**src/rtl/mem_access_ctl.sv**
```systemverilog
// Memory access stage: latches the effective address into MAR, runs a fixed
// wait-state SRAM bus cycle (optionally via a pointer fetch) and returns data in MDR.
module mem_access_ctl #(
    parameter int WAIT_CYCLES = 2
) (
    input  logic        Clk,
    input  logic        Reset,
    input  logic        Start,
    input  logic        Write,
    input  logic        Indirect,
    input  logic [15:0] ADDR_IN,
    input  logic [15:0] DATA_IN,
    input  logic [15:0] Mem_Data_In,
    output logic        Busy,
    output logic        Done,
    output logic [15:0] MAR,
    output logic [15:0] MDR,
    output logic [15:0] Mem_ADDR,
    output logic [15:0] Mem_Data_Out,
    output logic        Mem_CE,
    output logic        Mem_OE,
    output logic        Mem_WE
);

    typedef enum logic [2:0] {
        IDLE,
        PTR,
        RD,
        WR,
        DONE
    } state_t;

    localparam logic [3:0] LAST_COUNT = 4'(WAIT_CYCLES - 1);

    state_t      state;
    state_t      state_next;
    logic [15:0] mar_q;
    logic [15:0] mdr_q;
    logic [15:0] wdata_q;
    logic        write_q;
    logic [3:0]  count_q;
    logic        last_cycle;

    assign last_cycle = (count_q == LAST_COUNT);

    always_ff @(posedge Clk) begin
        if (Reset) begin
            state <= IDLE;
        end else begin
            state <= state_next;
        end
    end

    // Strobes and status decode purely from the registered state, so no
    // request input can reach the memory bus combinationally.
    always_comb begin
        state_next   = state;
        Busy         = 1'b1;
        Done         = 1'b0;
        Mem_CE       = 1'b1;
        Mem_OE       = 1'b1;
        Mem_WE       = 1'b1;
        Mem_Data_Out = 16'h0000;
        case (state)
            IDLE: begin
                Busy = 1'b0;
                if (Start) begin
                    if (Indirect) begin
                        state_next = PTR;
                    end else if (Write) begin
                        state_next = WR;
                    end else begin
                        state_next = RD;
                    end
                end
            end
            PTR: begin
                Mem_CE = 1'b0;
                Mem_OE = 1'b0;
                if (last_cycle) begin
                    state_next = write_q ? WR : RD;
                end
            end
            RD: begin
                Mem_CE = 1'b0;
                Mem_OE = 1'b0;
                if (last_cycle) begin
                    state_next = DONE;
                end
            end
            WR: begin
                Mem_CE       = 1'b0;
                Mem_WE       = 1'b0;
                Mem_Data_Out = wdata_q;
                if (last_cycle) begin
                    state_next = DONE;
                end
            end
            DONE: begin
                Done       = 1'b1;
                state_next = IDLE;
            end
            default: begin
                state_next = IDLE;
            end
        endcase
    end

    // The pointer fetch overwrites MAR in place, so the final access follows
    // on the very next cycle without an idle gap on the bus.
    always_ff @(posedge Clk) begin
        if (Reset) begin
            mar_q   <= 16'h0000;
            mdr_q   <= 16'h0000;
            wdata_q <= 16'h0000;
            write_q <= 1'b0;
            count_q <= 4'd0;
        end else begin
            case (state)
                IDLE: begin
                    if (Start) begin
                        mar_q   <= ADDR_IN;
                        wdata_q <= DATA_IN;
                        write_q <= Write;
                        count_q <= 4'd0;
                    end
                end
                PTR: begin
                    if (last_cycle) begin
                        mar_q   <= Mem_Data_In;
                        count_q <= 4'd0;
                    end else begin
                        count_q <= count_q + 4'd1;
                    end
                end
                RD: begin
                    if (last_cycle) begin
                        mdr_q   <= Mem_Data_In;
                        count_q <= 4'd0;
                    end else begin
                        count_q <= count_q + 4'd1;
                    end
                end
                WR: begin
                    if (last_cycle) begin
                        mdr_q   <= wdata_q;
                        count_q <= 4'd0;
                    end else begin
                        count_q <= count_q + 4'd1;
                    end
                end
                default: begin
                    count_q <= 4'd0;
                end
            endcase
        end
    end

    assign MAR      = mar_q;
    assign MDR      = mdr_q;
    assign Mem_ADDR = mar_q;

endmodule

```
**config.mk**
```make
export PLATFORM = sky130hd
export DESIGN_NAME = mem_access_ctl
export DESIGN_NICKNAME = d
export VERILOG_FILES = /design/src/rtl/mem_access_ctl.sv
export SDC_FILE = /design/constraint.sdc
export NUM_CORES = 1
export LEC_CHECK = 0
export CAP_MARGIN = 20
export CORE_ASPECT_RATIO = 0.7
export CORE_UTILIZATION = 48
export CTS_BUF_LIST = sky130_fd_sc_hd__clkbuf_8
export DETAILED_ROUTE_END_ITERATION = 10
export PLACE_DENSITY = 0.95
export SYNTH_ARGS = -nofsm -noshare
export SYNTH_HDL_FRONTEND = slang
export SYNTH_SLANG_ARGS = --single-unit
```
**constraint.sdc**
```tcl
create_clock -name Clk -period 3.9 [get_ports Clk]
set_input_delay 0.585 -clock Clk [delete_from_list [all_inputs] [get_ports Clk]]
set_output_delay 0.585 -clock Clk [all_outputs]
set_load 0.02 [all_outputs]
```
After elaboration in Yosys (flattened, before gate mapping)

Cells that the tools add are included.

Register bits after elaboration: 56
Bits of input ports: 53
Output and inout port bits: 69
Logic and storage cells: 48

Add/subtract/negate cells: 1
Equal/unequal tests: 10
Multiplexer cells: 21
Reductions and logical operators: 10

Operators by type and width:

| cell                                           | count |
|---|---|
| 2-to-1 mux 16 bit                              | 4 |
| one-hot mux 16 bit (2 select lines)            | 2 |
| 2-to-1 mux 3 bit                               | 3 |
| one-hot mux 3 bit (3 select lines)             | 1 |
| AND reduction 3 bit                            | 3 |
| 2-to-1 mux 4 bit                               | 2 |
| != test 2 bit (second input constant)          | 4 |
| one-hot mux 4 bit (2 select lines)             | 1 |
| 2-to-1 mux 1 bit                               | 7 |
| == test 3 x 2 -> 1 bit (second input constant) | 2 |
| adder 4 x 1 -> 4 bit (second input constant)   | 1 |
| == test 4 x 1 -> 1 bit (second input constant) | 1 |
| nonzero test 2 bit                             | 2 |
| OR reduction 2 bit                             | 2 |
| == test 3 x 1 -> 1 bit (second input constant) | 1 |
| == test 3 bit (second input constant)          | 1 |
| logical NOT 3 bit                              | 1 |
| OR reduction 3 bit                             | 1 |
| 2-to-1 mux 2 bit                               | 1 |
| != test 2 x 1 -> 1 bit (second input constant) | 1 |
| AND reduction 2 bit                            | 1 |

Depth between registers and ports, before layout

Gate-level depths: netlist (run 1).

Depth in word-level cells: 4
Mapped depth: 7
Mapped depth without buffers: 5

Worst setup path before layout (run 1)

Ideal clock, no wire load.

Path type: reg-to-reg
Start: register count_q[0]
End: register mar_q[0] (netlist: MAR[0])
Library setup time: 0.146 ns
Data arrival time: 1.688 ns
Required time: 3.754 ns
Setup slack: 2.065 ns
Stages on the path, launching flop included: 6
Cells stage by stage: dfxtp_1 > ha_1 > or3b_4 > a2111oi_4 > buf_6 > a2111oi_2

Word-level cells in the longest chain between the ends: 3

Ends and longest elaborated chain:

| item                                 | line | RTL |
|---|---|---|
| start, declared                      | 41   | `logic [3:0] count_q;` |
| start signal, assigned               | 133  | `count_q <= count_q + 4'd1;` |
| start signal, assigned               | 141  | `count_q <= count_q + 4'd1;` |
| start signal, assigned               | 149  | `count_q <= count_q + 4'd1;` |
| == test 4 x 1 -> 1 bit               | 44   | `assign last_cycle = (count_q == LAST_COUNT);` |
| != test 2 bit (no source line)       | -    |  |
| AND reduction 3 bit (no source line) | -    |  |
| end signal, assigned                 | 130  | `mar_q <= Mem_Data_In;` |
| end, declared                        | 37   | `logic [15:0] mar_q;` |

Every way passes these cells.
A chain may end at the register's enable or synchronous reset.

Final worst setup path (run 1)

Start: register state[1]
End: output Mem_Data_Out[4]

Word-level cells in the longest chain between the ends: 2

Ends and longest elaborated chain:

| item                   | line | RTL |
|---|---|---|
| start, declared        | 35   | `state_t state;` |
| start signal, assigned | 50   | `state <= state_next;` |
| == test 3 x 2 -> 1 bit | 64   | `case (state)` |
| 2-to-1 mux 16 bit      | 64   |  |
| end, declared          | 19   | `output logic [15:0] Mem_Data_Out,` |

Every way passes these cells.

==> impl_metrics.env, run 1 <==
export IMPL_outcome="completed"
export IMPL_drv_slew=0
export IMPL_nNetsFinal=472
export IMPL_p_sw_uw=519.6
export IMPL_synth_fp_nets=387
export IMPL_drc=0
export IMPL_drt_iter0_drc=310
export IMPL_grt_pass1_wl_um=13570
export IMPL_multi_input_area_mm2=0.001553
export IMPL_drive_gt1_share_pct=8.134
export IMPL_avgSynthCellArea_um2=8.973
export IMPL_dp_cells=484
export IMPL_overflow=0
export IMPL_finalSetupViolations=0
export IMPL_crit_type="reg2out"
export IMPL_synth_warnings=0
export IMPL_port_buffers=121
export IMPL_die_h_um=67.92
export IMPL_clkTransAtPathRegs_ns=0.09
export IMPL_insertion_delay_ns=0.31
export IMPL_cts_path_max_buffers=2
export IMPL_cp_slowest_stage_delay_ns=1.01
export IMPL_grt_max_degree=57
export IMPL_worstPathArrival_ns=2.39
export IMPL_start_kind="flop"
export IMPL_postRouteAntennaNets=0
export IMPL_tritoncts="built"
export IMPL_pwr_share_comb_pct=33.3
export IMPL_ir_drop_mv=0.1843
export IMPL_antennaDiodeCount=0
export IMPL_dieArea_mm2=0.006531
export IMPL_yosys_register_bits=56
export IMPL_postCtsSetupRepairBufs=0
export IMPL_grt_met3_usage_pct=4.667
export IMPL_core_area_mm2=0.005842
export IMPL_path_buf_inv=1
export IMPL_ys_flop_type="dfxtp_1"
export IMPL_relSlewSlack_pct=23.38
export IMPL_path_cells="and4b_1 -> clkdlybuf4s50_1"
export IMPL_ys_seq_area_share_pct=37.63
export IMPL_pre_cts_ws_ns=1.111
export IMPL_post_dp_hpwl_um=6445
export IMPL_internal_power_uw=1065
export IMPL_synth_distinct_cells=41
export IMPL_synth_cells=332
export IMPL_first_global_vias=2715
export IMPL_routed_via_density=6.039
export IMPL_cp_end_kind="primary output"
export IMPL_postLayoutSetupSlackWorst_ns=0.9214
export IMPL_cts_resized_gates=0
export IMPL_leakage_uw=0.001458
export IMPL_grt_usage_pct=27.34
export IMPL_swShare_pct=32.78
export IMPL_stdcell_count=493
export IMPL_cts_made_buffers=5
export IMPL_htreeDepth=2
export IMPL_clock_fmax_mhz=335.7
export IMPL_rows=23
export IMPL_cts_sinks=56
export IMPL_maxCapViolCount=0
export IMPL_vias=2977
export IMPL_powerDensity_mw_per_mm2=378.8
export IMPL_dieWidth_um=96.16
export IMPL_synth_cell_area_mm2=0.002979
export IMPL_ios=122
export IMPL_grt_busiest_layer="met2"
export IMPL_rsz0062_at_grt="false"
export IMPL_gp_congestion=0.8604
export IMPL_wl_um=9116
export IMPL_cp_max_fo=30
export IMPL_ctsRootBufferMaster="clkbuf_8"
export IMPL_cts_hold_buf=0
export IMPL_fin_crit_ns=2.979
export IMPL_start_util_pct=51.00
export IMPL_firstDrtPassIters=5
export IMPL_met2_usage_pct=43.53
export IMPL_pwr_share_clk_pct=23.9
export IMPL_period_share_pct=76.37
export IMPL_synth_edf_count=0
export IMPL_areaGrowthSynthToFinish_pct=40.45
export IMPL_cp_required_ns=3.31
export IMPL_max_slew_worst_pin_slew_ns=1.149
export IMPL_crit_family="flip-flops"
export IMPL_fill_cells=464
export IMPL_min_path_type="reg2reg"
export IMPL_wl_per_cell_um=18.49
export IMPL_gr_usage_met1_pct=37.04
export IMPL_antenna_found_initial=0
export IMPL_async_flop_share_pct=0
export IMPL_tns_ns=0
export IMPL_worst_path_max_delay_cell="dfxtp_1"
export IMPL_finalClockSkew_ns=0.004193
export IMPL_hold_violations=0
export IMPL_seqCellArea_mm2=0.001121
export IMPL_seq_power_share_pct=42.7
cells by family (layout without fill, tap and decap cells):
logic type / after synthesis / in the layout / synth area share (%)
AO/OA/AOI/OAI: 109 / 109 / 25.45
AND/OR/NAND/NOR: 92 / 92 / 19.74
flip-flops: 56 / 56 / 37.63
buffers and inverters: 56 / 142 / 10.67
multiplexers: 16 / 16 / 5.376
adder cells (fa/ha/maj): 2 / 2 / 0.8398
XOR/XNOR: 1 / 1 / 0.2940
layout by cell type, fill, tap and decap left out, drive strengths merged, types with 2 or more instances in the layout:
cell,n
nand3b,3
buf,9
clkdlybuf4s50,120
nor3b,19
and4b,16
dfxtp,56
inv,6
nor2,4
ha,2
clkbuf,5
a21oi,66
a2111oi,18
nand2,37
mux2i,16
a211oi,17
cells in the mapped netlist, types with 2 or more instances:
cell type	n	area share, %
ha_1	2	0.84
buf_6	4	1.5
a21oi_1	66	11
buf_4	19	4.8
a211oi_1	17	4.3
nor3b_2	2	0.84
mux2i_1	16	5.4
buf_2	5	0.84
and4b_1	16	5.4
a2111oi_0	7	2.1
nor3b_1	17	4.3
clkbuf_1	23	2.9
nor2_1	4	0.50
nand2_1	37	4.7
a2111oi_2	10	5.0
nand3b_1	3	0.76
inv_1	5	0.63
dfxtp_1	56	38
power by group through the flow:
stage / Sequential, uW / Combinational [uW] / Clock, uW
final: 677 / 529 / 380
after global routing: 684 / 563 / 401
after CTS: 682 / 514 / 381
after detailed placement: 695 / 512 / 0
after global placement: 691 / 497 / 0
after floorplan: 705 / 306 / 0
tightest hold or removal path: stages (launching register included):
cell	delay, ns
dfxtp_1	0.32
nand2_1	0.05
a21oi_1	0.05
cell type report:
type	count	area share [%]
clock buffers	5	1.645
clock inverters	3	0.9270
well taps	75	2.243
multi-input cells	220	37.11
repair buffers	129	30.83
inverters	5	0.4486
flip-flops and latches	56	26.79
flip-flops by register name, indices dropped and copies added (netlist names):
register	count
MAR	16
MDR	16
wdata_q	16
count_q	4
state	3
write_q	1
stage by stage:
step                      total power (uW)  utilization, %  area (um2)  hold slack, ns
after detailed placement              1207           69.31        4049          0.4485
final                                 1585           71.62        4184          0.4648
after CTS                             1577           71.15        4156          0.4671
after floorplan                       1011               -        2979          0.4323
after global placement                1189           69.12        4038          0.4407
after global routing                  1648           71.62        4184          0.4865
routing by layer:
layer  wire length [um]  part of all wire (%)  vias up
li1                   -                     -     1381
met1               3826                    42     1391
met2               4197                    46      180
met3                886                   9.7       25
met4                206                   2.3        0
met5                  0                     0        -
final timing paths:
path / start / to / slack, ns / cells past startpoint
setup / recovery: state[1] / Mem_Data_Out[4] / 0.92 / 2
hold / removal: wdata_q[13] / wdata_q[13] / 0.46 / 2
setup reg to reg: state[1] / MAR[3] / 1.45 / 3
hold reg to reg: wdata_q[13] / wdata_q[13] / 0.46 / 2
(Power assumes the default switching activity.)
==> run 2: changes to the inputs <==
--- a/config.mk
+++ b/config.mk
@@ -7,10 +7,10 @@
 export LEC_CHECK = 0
 export CAP_MARGIN = 20
 export CORE_ASPECT_RATIO = 0.7
-export CORE_UTILIZATION = 48
+export CORE_UTILIZATION = 45
 export CTS_BUF_LIST = sky130_fd_sc_hd__clkbuf_8
 export DETAILED_ROUTE_END_ITERATION = 10
-export PLACE_DENSITY = 0.95
+export PLACE_DENSITY = 0.93
 export SYNTH_ARGS = -nofsm -noshare
 export SYNTH_HDL_FRONTEND = slang
 export SYNTH_SLANG_ARGS = --single-unit
==> constraint.sdc (replaced) <==
create_clock -name Clk -period 3 [get_ports Clk]
set_input_delay 0.45 -clock Clk [delete_from_list [all_inputs] [get_ports Clk]]
set_output_delay 0.45 -clock Clk [all_outputs]
set_load 0.02 [all_outputs]
==> run 2 against run 1 <==
Power up 31%. Sequential cell count unchanged. Clock-buffer cell count unchanged. Sequential power up 31%. Non-clock buffer count up 5. Largest power group unchanged. Highest routed layer unchanged.
==> impl_metrics.env, run 2 (synthesis gave the netlist of run 1 again) <==
export IMPL_pwr_share_comb_pct=33.4
export IMPL_antenna_found_initial=0
export IMPL_dieArea_mm2=0.006955
export IMPL_rr_startpoint="state[0]"
export IMPL_final_area_mm2=0.004213
export IMPL_ir_drop_mv=0.2419
export IMPL_cts_made_buffers=5
export IMPL_wl_per_cell_um=18.97
export IMPL_cp_end_kind="primary output"
export IMPL_grt_busiest_layer="met2"
export IMPL_worst_path_max_delay_cell="dfxtp_1"
export IMPL_first_global_vias=2689
export IMPL_grt_met3_usage_pct=8.308
export IMPL_htreeDepth=2
export IMPL_insertion_delay_ns=0.31
export IMPL_grt_usage_pct=27.04
export IMPL_wl_um=9504
export IMPL_firstDrtPassIters=4
export IMPL_seqCellArea_mm2=0.001121
export IMPL_routed_via_density=6.056
export IMPL_hold_path_depth=2
export IMPL_antennaDiodeCount=0
export IMPL_drive_gt1_share_pct=9.456
export IMPL_postLayoutSetupSlackWorst_ns=0.2645
export IMPL_path_cells="buf_4 -> and4b_1 -> clkdlybuf4s50_1"
export IMPL_dieWidth_um=99.25
export IMPL_final_common_cell="clkdlybuf4s50_1"
export IMPL_worstPathArrival_ns=2.29
export IMPL_cts_path_max_buffers=2
export IMPL_postCtsSetupRepairBufs=0
export IMPL_hold_violations=0
export IMPL_drv_slew=0
export IMPL_rsz0062_at_grt="false"
export IMPL_fin_crit_ns=2.735
export IMPL_ios=122
export IMPL_r2r_slack_ns=0.44
export IMPL_finalSetupViolations=0
export IMPL_port_buffers=121
export IMPL_areaGrowthSynthToFinish_pct=41.41
export IMPL_utilization_pct=66.81
export IMPL_grt_pass1_wl_um=14620
export IMPL_finalClockSkew_ns=0.01225
export IMPL_seq_power_share_pct=42.7
export IMPL_dp_cells=491
export IMPL_outcome="completed"
export IMPL_grt_max_degree=41
export IMPL_place_area_mm2=0.004079
export IMPL_drt_iter0_drc=223
export IMPL_worstHoldStart="wdata_q[10]"
export IMPL_min_path_type="reg2reg"
export IMPL_leakage_uw=0.001473
export IMPL_cp_required_ns=2.55
export IMPL_overflow=0
export IMPL_tns_ns=0
export IMPL_pre_cts_ws_ns=0.5210
export IMPL_pwr_share_clk_pct=23.9
export IMPL_cts_hold_buf=0
export IMPL_p_sw_uw=684.2
export IMPL_maxCapViolCount=0
export IMPL_period_share_pct=91.18
export IMPL_drc=0
export IMPL_ctsRootBufferMaster="clkbuf_8"
export IMPL_postRouteAntennaNets=0
export IMPL_crit_type="reg2out"
export IMPL_vias=3034
export IMPL_powerDensity_mw_per_mm2=491.8
export IMPL_clock_fmax_mhz=365.6
export IMPL_r2r_end="MAR[10]"
export IMPL_cp_slowest_stage_delay_ns=0.92
export IMPL_nNetsFinal=477
export IMPL_cp_max_fo=22
export IMPL_met2_usage_pct=41.05
export IMPL_core_area_mm2=0.006306
export IMPL_post_dp_hpwl_um=6824
export IMPL_gr_usage_met1_pct=38.14
export IMPL_cts_resized_gates=0
export IMPL_clkTransAtPathRegs_ns=0.10
export IMPL_internal_power_uw=1388
export IMPL_multi_input_area_mm2=0.001553
export IMPL_gp_congestion=0.8122
export IMPL_min_to="wdata_q[10]"
export IMPL_cts_sinks=56
export IMPL_final_cell_mix="clkdlybuf4s50_1, a21oi_1, dfxtp_1"
export IMPL_tritoncts="built"
export IMPL_fill_cells=518
export IMPL_die_h_um=70.08
export IMPL_rows=24
export IMPL_relSlewSlack_pct=36.95
export IMPL_max_slew_worst_pin_slew_ns=0.9444
export IMPL_start_util_pct=47.24
export IMPL_stdcell_count=501
export IMPL_swShare_pct=33.02
export IMPL_start_kind="flop"
export IMPL_r2r_cells=5
-- run 2: cell count changes in the layout (fill, tap and decap cells not counted), sizes merged --
cell      delta
buf          +5
clkinvlp     +1
inv          -1
-- run 2: layout make-up --
cell class	instances	share of cell area, %
Clock buffer	5	1.634
Multi-Input combinational cell	220	36.86
Timing Repair Buffer	134	31.13
Inverter	5	0.4455
Clock inverter	3	1.010
Tap cell	78	2.317
Sequential cell	56	26.61
-- run 2: routing by layer --
layer  up-vias  part of all wire, %
li1       1394                    -
met1      1449                   42
met2       186                   45
met3         5                   13
met4         0                 0.33
met5         -                    0
-- run 2: how the worst max path moves through the flow --
stage               start               end  slack [ns]  cells past startpoint
4_1_cts          state[1]  Mem_Data_Out[12]        0.13                      2
2_1_floorplan  count_q[0]            MAR[0]        1.17                      5
6_report         state[2]   Mem_Data_Out[1]        0.26                      3
3_5_place_dp     state[1]  Mem_Data_Out[12]        0.52                      2
3_3_place_gp     state[1]   Mem_Data_Out[0]        0.54                      2
5_1_grt          state[2]   Mem_Data_Out[5]        0.18                      3
-- run 2: worst max-delay path, delay by kind of cell, from the launching register on --
kind | cells | cell delay, ns
buffers and inverters | 2 | 0.84
flip-flops | 1 | 0.92
AND/OR/NAND/NOR | 1 | 0.22
-- run 2: power groups by stage --
stage | registers (uW) | clock network, uW | logic (uW)
6_report | 884 | 496 | 692
5_1_grt | 893 | 532 | 735
4_1_cts | 887 | 505 | 677
3_5_place_dp | 904 | 0 | 674
3_3_place_gp | 898 | 0 | 661
2_1_floorplan | 917 | 0 | 397
-- run 2: through the flow --
step / total power [uW] / hold WS [ns]
2_1_floorplan: 1314 / 0.4323
3_3_place_gp: 1559 / 0.4399
3_5_place_dp: 1577 / 0.4441
4_1_cts: 2070 / 0.4581
5_1_grt: 2160 / 0.4796
6_report: 2072 / 0.4554
==> run 3: changes to the inputs <==
--- a/config.mk
+++ b/config.mk
@@ -6,11 +6,12 @@
 export NUM_CORES = 1
 export LEC_CHECK = 0
 export CAP_MARGIN = 20
-export CORE_ASPECT_RATIO = 0.7
-export CORE_UTILIZATION = 45
+export CORE_ASPECT_RATIO = 0.8
+export CORE_MARGIN = 4
+export CORE_UTILIZATION = 48
 export CTS_BUF_LIST = sky130_fd_sc_hd__clkbuf_8
 export DETAILED_ROUTE_END_ITERATION = 10
-export PLACE_DENSITY = 0.93
+export PLACE_DENSITY = 0.95
 export SYNTH_ARGS = -nofsm -noshare
 export SYNTH_HDL_FRONTEND = slang
 export SYNTH_SLANG_ARGS = --single-unit
==> constraint.sdc (replaced) <==
create_clock -name Clk -period 3.49 [get_ports Clk]
set_input_delay 0.5235 -clock Clk [delete_from_list [all_inputs] [get_ports Clk]]
set_output_delay 0.5235 -clock Clk [all_outputs]
set_load 0.02 [all_outputs]
==> run 3 against run 2 <==
Hold slack better by 0.0099 ns. Design area up 0.77%. Cell count unchanged. First-iteration DRC count up 20%. Core utilization up 4.3 points. Largest cell class unchanged.
==> impl_metrics.env, run 3 (synthesis gave the netlist of run 1 again) <==
export IMPL_r2r_cells=3
export IMPL_clkTransAtPathRegs_ns=0.10
export IMPL_dp_cells=492
export IMPL_drc=0
export IMPL_postRouteAntennaNets=0
export IMPL_areaGrowthSynthToFinish_pct=42.50
export IMPL_cts_sinks=56
export IMPL_relSlewSlack_pct=25.66
export IMPL_crit_type="reg2out"
export IMPL_grt_pass1_wl_um=15150
export IMPL_start_kind="flop"
export IMPL_nNetsFinal=474
export IMPL_dieArea_mm2=0.007539
export IMPL_outcome="completed"
export IMPL_grt_usage_pct=25.68
export IMPL_hold_violations=0
export IMPL_insertion_delay_ns=0.31
export IMPL_die_h_um=78.47
export IMPL_port_buffers=121
export IMPL_tritoncts="built"
export IMPL_cp_max_fo=30
export IMPL_start_util_pct=49.86
export IMPL_hold_path_depth=2
export IMPL_tns_ns=0
export IMPL_pre_cts_ws_ns=0.9237
export IMPL_htreeDepth=2
export IMPL_antenna_found_initial=0
export IMPL_startpoint="state[1]"
export IMPL_dieWidth_um=96.08
export IMPL_cp_end_kind="primary output"
export IMPL_antennaDiodeCount=0
export IMPL_cp_required_ns=2.97
export IMPL_powerDensity_mw_per_mm2=454.4
export IMPL_drive_gt1_share_pct=8.810
export IMPL_final_cell_mix="clkdlybuf4s50_1, a21oi_1, dfxtp_1"
export IMPL_gp_congestion=0.8701
export IMPL_place_area_mm2=0.004071
export IMPL_min_path_type="reg2reg"
export IMPL_max_slew_worst_pin_slew_ns=1.114
export IMPL_finalClockSkew_ns=0.006687
export IMPL_cts_made_buffers=5
export IMPL_fin_crit_ns=2.943
export IMPL_ctsRootBufferMaster="clkbuf_8"
export IMPL_maxCapViolCount=0
export IMPL_period_share_pct=84.33
export IMPL_rows=25
export IMPL_cts_hold_buf=0
export IMPL_wl_per_cell_um=19.44
export IMPL_vias=2965
export IMPL_leakage_uw=0.001483
export IMPL_cts_resized_gates=0
export IMPL_firstDrtPassIters=5
export IMPL_overflow=0
export IMPL_final_area_mm2=0.004245
export IMPL_postLayoutSetupSlackWorst_ns=0.5470
export IMPL_finalPower_uw=1929
export IMPL_min_to="wdata_q[15]"
export IMPL_r2r_slack_ns=1.08
export IMPL_worstPathArrival_ns=2.42
export IMPL_wl_um=9741
export IMPL_drv_slew=0
export IMPL_core_area_mm2=0.005974
export IMPL_drt_iter0_drc=267
export IMPL_rsz0062_at_grt="false"
export IMPL_rr_startpoint="state[1]"
export IMPL_r2r_end="MDR[15]"
export IMPL_finalSetupViolations=0
export IMPL_final_common_cell="clkdlybuf4s50_1"
export IMPL_postCtsSetupRepairBufs=0
export IMPL_ios=122
export IMPL_ir_drop_mv=0.2477
export IMPL_routed_via_density=5.918
export IMPL_worstHoldStart="wdata_q[15]"
export IMPL_post_dp_hpwl_um=7082
export IMPL_grt_max_degree=37
export IMPL_first_global_vias=2917
export IMPL_stdcell_count=501
export IMPL_cts_path_max_buffers=2
export IMPL_clock_fmax_mhz=339.8
run 3: metal layers:
layer / global-route usage [%] / wire length, um / vias up
met5: 0 / 0 / -
li1: - / - / 1382
met1: 32.59 / 3910 / 1415
met4: 6.108 / 200 / 0
met3: 7.471 / 1078 / 20
met2: 42.52 / 4551 / 148
run 3: power breakdown:
group | total, uW | switching, uW | internal [uW]
Sequential | 758 | 63.6 | 695
Clock | 577 | 219 | 359
Combinational | 593 | 310 | 284
run 3: metrics by stage:
| step | utilization [%] | hold WS [ns] |
|---|---|---|
| 3_3_place_gp | 67.96 | 0.4395 |
| 2_1_floorplan | - | 0.4323 |
| 3_5_place_dp | 68.15 | 0.4491 |
| 4_1_cts | 70.81 | 0.4637 |
| 6_report | 71.06 | 0.4653 |
| 5_1_grt | 71.06 | 0.4926 |
run 3: layout make-up:
type / instances / area, um2
repair buffers: 131 / 1292
well taps: 81 / 101.3
clock buffers: 5 / 68.82
inverters: 5 / 18.77
fillers: 469 / 1729
multi-input cells: 220 / 1553
clock inverters: 3 / 90.09
flip-flops and latches: 56 / 1121
run 3: worst max path at each step:
stage                             endpoint
after global placement     Mem_Data_Out[0]
final                      Mem_Data_Out[3]
after CTS                  Mem_Data_Out[3]
after global routing      Mem_Data_Out[10]
after detailed placement   Mem_Data_Out[3]
after floorplan                     MAR[0]
run 3: critical path, stage by stage, from the launching register on:
cell and delay, ns:
dfxtp_1 1.07, and4b_1 0.38, clkdlybuf4s50_1 0.65
